## src/rtl/uart_pkg.sv

```systemverilog
`default_nettype none
// ============================================================================
// Module      : uart_pkg
// Description : Shared types and register-map constants for the UART blocks.
// Revision    : 1.0 - initial release
// ============================================================================
package uart_pkg;

    typedef enum logic [1:0] {
        IDLE  = 2'd0,
        START = 2'd1,
        DATA  = 2'd2,
        STOP  = 2'd3
    } uart_state_e;

    localparam logic [1:0] UART_TXDATA_OFS = 2'd0;
    localparam logic [1:0] UART_STATUS_OFS = 2'd1;

    localparam int ST_BUSY = 0;
    localparam int ST_OVR  = 1;

    // Word offset within the 16-byte peripheral window.
    function automatic logic [1:0] reg_ofs(input logic [3:0] byte_addr);
        return byte_addr[3:2];
    endfunction

endpackage
`default_nettype wire

```

## src/rtl/uart_baud_gen.sv

```systemverilog
`default_nettype none
// ============================================================================
// Module      : uart_baud_gen
// Description : Bit-period counter; pulses tick on the last cycle of each bit.
// Revision    : 1.0 - initial release
// ============================================================================
module uart_baud_gen #(
    parameter int CLKS_PER_BIT = 434
) (
    input  logic clk,
    input  logic rst,
    input  logic en,
    output logic tick
);

    localparam int            CW   = (CLKS_PER_BIT > 1) ? $clog2(CLKS_PER_BIT) : 1;
    localparam logic [CW-1:0] TERM = CW'(CLKS_PER_BIT - 1);

    logic [CW-1:0] cnt_q;
    logic [CW-1:0] cnt_d;

    // Held at zero while disabled so every frame starts on a full bit period.
    always_comb begin
        cnt_d = cnt_q;
        if (!en) begin
            cnt_d = '0;
        end else if (cnt_q == TERM) begin
            cnt_d = '0;
        end else begin
            cnt_d = cnt_q + CW'(1);
        end
    end

    always_ff @(posedge clk) begin
        if (rst) begin
            cnt_q <= '0;
        end else begin
            cnt_q <= cnt_d;
        end
    end

    assign tick = en && (cnt_q == TERM);

endmodule
`default_nettype wire

```

## src/rtl/uart_tx_mmio.sv

```systemverilog
`default_nettype none
// ============================================================================
// Module      : uart_tx_mmio
// Description : Memory-mapped 8N1 UART transmitter with TXDATA/STATUS registers.
// Revision    : 1.0 - initial release
// ============================================================================
module uart_tx_mmio
    import uart_pkg::*;
#(
    parameter int CLKS_PER_BIT = 434,
    parameter int DATA_W       = 32
) (
    input  logic              clk,
    input  logic              rst,
    input  logic              sel,
    input  logic              MemWrite,
    input  logic              MemRead,
    input  logic [3:0]        addr,
    input  logic [DATA_W-1:0] wdata,
    output logic [DATA_W-1:0] rdata,
    output logic              tx,
    output logic              busy
);

    uart_state_e state_q, state_d;
    logic [7:0]  shift_q, shift_d;
    logic [2:0]  bit_idx_q, bit_idx_d;
    logic        ovr_q, ovr_d;
    logic        tx_q, tx_d;

    logic        tick;
    logic [1:0]  ofs;
    logic        wr;
    logic        wr_tx;
    logic        wr_st;
    logic        frame_end;
    logic        accept;
    logic        unused_bits;

    assign ofs       = reg_ofs(addr);
    assign wr        = sel & MemWrite;
    assign wr_tx     = wr && (ofs == UART_TXDATA_OFS);
    assign wr_st     = wr && (ofs == UART_STATUS_OFS);
    assign frame_end = (state_q == STOP) && tick;
    // A write landing on the frame's final edge starts the next frame with no gap.
    assign accept    = wr_tx && ((state_q == IDLE) || frame_end);
    assign busy      = (state_q != IDLE);
    assign unused_bits = ^{addr[1:0], wdata[DATA_W-1:8]};

    uart_baud_gen #(
        .CLKS_PER_BIT (CLKS_PER_BIT)
    ) u_baud (
        .clk  (clk),
        .rst  (rst),
        .en   (busy),
        .tick (tick)
    );

    always_comb begin
        state_d   = state_q;
        shift_d   = shift_q;
        bit_idx_d = bit_idx_q;
        ovr_d     = ovr_q;
        tx_d      = 1'b1;

        case (state_q)
            IDLE: begin
                state_d = IDLE;
            end
            START: begin
                if (tick) begin
                    state_d   = DATA;
                    bit_idx_d = 3'd0;
                end
            end
            DATA: begin
                if (tick) begin
                    if (bit_idx_q == 3'd7) begin
                        state_d = STOP;
                    end else begin
                        bit_idx_d = bit_idx_q + 3'd1;
                    end
                end
            end
            STOP: begin
                if (tick) begin
                    state_d = IDLE;
                end
            end
            default: begin
                state_d = IDLE;
            end
        endcase

        if (accept) begin
            state_d   = START;
            shift_d   = wdata[7:0];
            bit_idx_d = 3'd0;
        end

        if (wr_st && wdata[ST_OVR]) begin
            ovr_d = 1'b0;
        end
        if (wr_tx && !accept) begin
            ovr_d = 1'b1;
        end

        // tx is computed from next state so the line register changes on the same edge.
        case (state_d)
            START:   tx_d = 1'b0;
            DATA:    tx_d = shift_d[bit_idx_d];
            default: tx_d = 1'b1;
        endcase
    end

    always_ff @(posedge clk) begin
        if (rst) begin
            state_q   <= IDLE;
            shift_q   <= 8'd0;
            bit_idx_q <= 3'd0;
            ovr_q     <= 1'b0;
            tx_q      <= 1'b1;
        end else begin
            state_q   <= state_d;
            shift_q   <= shift_d;
            bit_idx_q <= bit_idx_d;
            ovr_q     <= ovr_d;
            tx_q      <= tx_d;
        end
    end

    assign tx = tx_q;

    always_comb begin
        rdata = '0;
        if (sel && MemRead && (ofs == UART_STATUS_OFS)) begin
            rdata[ST_BUSY] = busy;
            rdata[ST_OVR]  = ovr_q;
        end
    end

endmodule
`default_nettype wire

```

## config.mk

```make
export PLATFORM = sky130hd
export DESIGN_NAME = uart_tx_mmio
export DESIGN_NICKNAME = d
export VERILOG_FILES = /design/src/rtl/uart_pkg.sv /design/src/rtl/uart_baud_gen.sv /design/src/rtl/uart_tx_mmio.sv
export SDC_FILE = /design/constraint.sdc
export NUM_CORES = 1
export LEC_CHECK = 0
export ABC_AREA = 1
export CAP_MARGIN = 20
export CORE_UTILIZATION = 35
export CTS_CLUSTER_SIZE = 16
export DETAILED_ROUTE_END_ITERATION = 7
export GPL_ROUTABILITY_DRIVEN = 0
export GPL_TIMING_DRIVEN = 0
export PLACE_DENSITY = 0.69
export SLEW_MARGIN = 5
export SYNTH_ARGS = -nofsm -noshare
export SYNTH_HDL_FRONTEND = slang
export SYNTH_SLANG_ARGS = --single-unit
```

## constraint.sdc

```tcl
create_clock -name clk -period 3.4 [get_ports clk]
set_input_delay 0.68 -clock clk [delete_from_list [all_inputs] [get_ports clk]]
set_output_delay 0.68 -clock clk [all_outputs]
set_load 0.02 [all_outputs]
```

* After elaboration in Yosys (flattened, before gate mapping)
Index checks and enable logic that the tools add are counted.
** Word-level totals
- Bits in registers :: 24
- Input port bits :: 41
** Cells by class
- Add/subtract/negate cells :: 2
- $lt $le $gt $ge :: 1
- Equal/unequal tests :: 8
- Multiplexer cells :: 18
- Bitwise logic cells :: 2
- Reductions and logical operators :: 16
** Operators by type and width (number)
- 2-bit two-way mux :: 6
- 3-bit two-way mux :: 4
- 9-bit by 1-bit adder with 9-bit output (second input constant) :: 1
- 9-bit == test (second input constant) :: 1
- 1-bit logical AND :: 9
- 8-bit two-way mux :: 1
- 2-bit case mux with 4 select lines :: 1
- 2-bit by 1-bit == test with 1-bit output (second input constant) :: 3
- 2-bit == test (second input constant) :: 3
- 3-bit case mux with 2 select lines :: 1
- 2-bit zero test :: 2
- 3-bit by 4-bit < comparator with 1-bit output (second input constant) :: 1
- 2-bit nonzero test :: 2
- 3-bit by 1-bit adder with 3-bit output (second input constant) :: 1
- 1-bit binary-select mux with 3-bit select :: 1
- 3-bit == test (second input constant) :: 1
- 1-bit two-way mux :: 3
- 3-bit OR reduction :: 1
- 1-bit case mux with 2 select lines :: 1
- 1-bit bitwise AND :: 1
- 1-bit zero test :: 1
- 1-bit logical OR :: 1
- 1-bit inverter :: 1

* Longest topological paths before layout
- Word-level depth :: 9
- Mapped depth :: 17
- Depth with buffers taken out :: 17

* Cells and area by module
A second synthesis with hierarchy kept.
** Second synthesis, totals
- Cells, all modules :: 244
- Area total of the unflattened synthesis :: 1655.3 µm²
** By module, submodules not included
- uart_tx_mmio :: times used 1, cells an instance 179, area an instance 1187.4 µm²
- uart_baud_gen :: times used 1, cells an instance 65, area an instance 467.9 µm²

* Least setup slack after synthesis
No wires, ideal clock.
- Kind :: input to output
- From :: input port addr[2]
- To :: output port rdata[1]
- Arrival :: 1.596 ns
- Required time :: 2.720 ns
- Setup slack :: 1.124 ns
- Stages on the path :: 4
- Buffers on the path :: 0
- Cells stage by stage :: inv_1 -> nor2_1 -> inv_1 -> nor4b_1
** Between the ends
- Longest elaborated chain between the ends :: 3
** Ends and longest elaborated chain
- start: declaration :: RTL line uart_tx_mmio.sv:18 : input logic [3:0] addr,
- 2-bit by 1-bit == test with 1-bit output :: RTL line uart_tx_mmio.sv:136 : if (sel && MemRead && (ofs == UART_STATUS_OFS)) begin
- 1-bit logical AND :: RTL line uart_tx_mmio.sv:136
- 2-bit two-way mux :: RTL line uart_tx_mmio.sv:136
- end: declaration :: RTL line uart_tx_mmio.sv:20 : output logic [DATA_W-1:0] rdata,
Every way passes these cells.

* Worst setup path after layout
Same ends and word-level chain as after synthesis.

==> results.md <==
* Critical path fanouts, max at 2
* Arrival time worst endpoint at 2.39 ns
* Startpoint types: input port
* Antenna Cells at 0
* Area share of fa/ha/maj cells after synthesis at 6.613%
* Syn avg cell area at 7.008 um2
* Setup TNS at 0 ns
* Full die area at 5148 um2
* Leak at 0.001058 uW
* Max Cap Violations at 0
* Crit path time final at 3.066 ns
* Setup CP Type: in2out
* Final worst path period share at 90.17%
* VDD IR max at 0.1267 mV
* Largest stage delay, worst path at 0.66 ns
* WL final at 2969 um
* Synth Area in Compound Gates at 5.511%
* Mapped Area at 1703 um2
* Maximum number of pins on one net before global-route repair at 15
* HP Start: u_baud.cnt_q[0]
* Worst Path Required at 2.72 ns
* CTS sink count at 24
* Cell taking the most area after synthesis: dfxtp_1
* Crit path cell chain: clkdlybuf4s50_1 > inv_1 > nor2_1 > inv_1 > nor4b_1 > clkdlybuf4s50_1
* Nets at 345
* Multiplexer share of the synthesized area at 0%
* Vias per inst at 4.193
* Synth top area cells: dfxtp_1, buf_4, nand2_1
* Clock transition at the registers of the reported paths at 0.08 ns
* Cts-stage hold buffer count at 0
* CTS tree: built
* Post-CTS Setup Inserts at 0
* Initial drt markers at 48
* CTS max path bufs at 2
* Initial antenna violation count at 0
* Post-synthesis xor/xnor area fraction at 1.543%
* Gr ovfl total at 0
* Htree depth at 1
* Multi-input gate area at 948.4 um2
* Relative slew slack at 64.78%
* Unrepaired setup endpoints after global routing: no
* Initial core utilization at 36.29%
* Cell with the most instances after synthesis: nand2_1
* Main synth FF type: dfxtp_1
* Post-synth top area share at 28.21%
* Post-route insts no fill at 348
* Root Buffer: clkbuf_8
* Largest family of logic cells by synthesized area: simple AND/OR/NAND/NOR gates
* Crit. End Element: primary output
* Core area at 4692 um2
* Hold WC Path Type: reg2reg
* # IOs at 75
* Commonest cells in the netlist: nand2_1, inv_1, buf_4
* Fraction of layout cells with a size suffix above 1 at 19.05%
* Via count at 1459
* Unique masters post-synth at 31
* EDFF count, synth at 0
* Post-Place Cells at 344
* Worst reg2reg startpoint: state_q[0]
* Tot GR Track Use at 12.12%
* Critical path buffers and inverters at 4
* Skew-Pair Late Insertion Delay at 0.27 ns
* Final core occ at 45.41%
* Status: finished clean
* Max-slew violation count at 0
* CP max stage cell: clkdlybuf4s50_1
* Antenna Violating Nets Remaining at 0
* Worst Max-Slew Pin Slew at 0.5242 ns
* Residual DRC at 0
* Die span in x at 71.75 um
* Post-Synth Simple-Gate Area at 35.42%
* Sequential area share after synthesis at 28.21%
* Crit path launch: addr[2]
* Crit-path leading delay family: buffers and inverters
* Port Buf Inserts at 18
* Global-route wire length before repair at 5030 um
* DR pass1 iterations at 4
* Avg WL per Cell at 8.532 um
* Synthesis-to-layout area growth at 25.13%
* Yosys warnings at 0
* Register area at 480.5 um2
* FFs w/ async S/R, synth at 0%
* Final setup viols at 0
* Syn Inst Count at 243
* Fmax at 326.2 MHz
* Final HPWL DP at 2393 um
* Total CTS buffers at 3
* Clock Skews at 0.01011 ns
* Post-CTS sizing at 0
* Die Y at 71.75 um
* Vias in the first global route at 1213
* Yosys reg bits at 24
* FILL cells at 474
* PD cells at 305.4 nW/um2
* Final Hold Violating Endpoints at 0
* Row cnt at 25
==> power breakdown <==
group / internal [uW] / switching [uW] / leakage, uW
clock: 158 / 94.7 / 0.0000357
combinational: 50.5 / 61.3 / 0.000828
sequential: 285 / 1.56 / 0.000194
==> per-layer routing <==
| layer | wire length, um | share of wire [%] | GRT usage [%] | vias to the layer above |
|---|---|---|---|---|
| li1 | - | - | - | 804 |
| met1 | 1519 | 51 | 16.22 | 602 |
| met2 | 1205 | 41 | 19.18 | 48 |
| met3 | 186 | 6.3 | 2.110 | 5 |
| met4 | 58 | 2.0 | 5.229 | 0 |
| met5 | 0 | 0 | 0 | - |
==> path summary, 6_finish.rpt <==
check | slack [ns] | to | cells past startpoint
setup / recovery | 0.33 | rdata[1] | 6
hold / removal | 0.47 | u_baud.cnt_q[0] | 1
setup reg to reg | 1.31 | tx | 15
hold reg to reg | 0.47 | u_baud.cnt_q[0] | 1
==> cells by family (layout without fill, tap and decap cells) <==
logic type               after synthesis  in the layout
AND/OR/NAND/NOR                      120            120
adder cells (fa/ha/maj)                9              9
AO/OA/AOI/OAI                         16             16
other                                  1             30
buffers and inverters                 70             92
XOR/XNOR                               3              3
flip-flops                            24             24
==> worst reg2reg max path, delay by kind of cell, from the launching register on <==
kind | cells | cell delay (ns)
buffers and inverters | 3 | 0.29
and+or+nand+nor | 11 | 1.14
adders and majority gates | 1 | 0.22
DFF | 1 | 0.34
==> state kept, by name, summed over array words and instances, names as in the netlist <==
register / cells
u_baud.cnt_q: 9
shift_q: 8
bit_idx_q: 3
state_q: 2
ovr_q: 1
tx: 1
==> metrics by stage <==
stage | hold slack [ns] | worst slack, ns | area (um2) | total power (uW)
after floorplan | 0.4337 | 1.124 | 1812 | 378.9
after global placement | 0.4474 | 0.4071 | 2059 | 404.1
after detailed placement | 0.4576 | 0.3379 | 2059 | 404.3
after CTS | 0.4772 | 0.3297 | 2131 | 655.5
after global routing | 0.5269 | 0.2065 | 2131 | 678.1
final | 0.4712 | 0.3341 | 2131 | 650.7
==> placed cells by master, fill, tap and decap left out, drive strengths merged <==
master and instances:
dfxtp 24, nor4 1, o21bai 1, and3 2, nor2 31, a21oi 6
clkdlybuf4s50 18, nor3 4, buf 31, xnor2 1, clkbuf 4, nand4 4
nor3b 2, nand3 21, nand3b 4, nor4b 1, o21ai 9, inv 38
bufinv 1, nand2 50, conb 30, xor2 2, ha 9
==> layout make-up <==
cell class / instances / area share, %
inverters: 38 / 6.694
multi-input cells: 178 / 44.51
clock buffers: 3 / 1.938
clock inverters: 1 / 1.409
flip-flops and latches: 24 / 22.55
plain buffers: 32 / 11.27
well taps: 54 / 3.171
repair buffers: 18 / 8.456
Power figures use the tool's default switching activity.
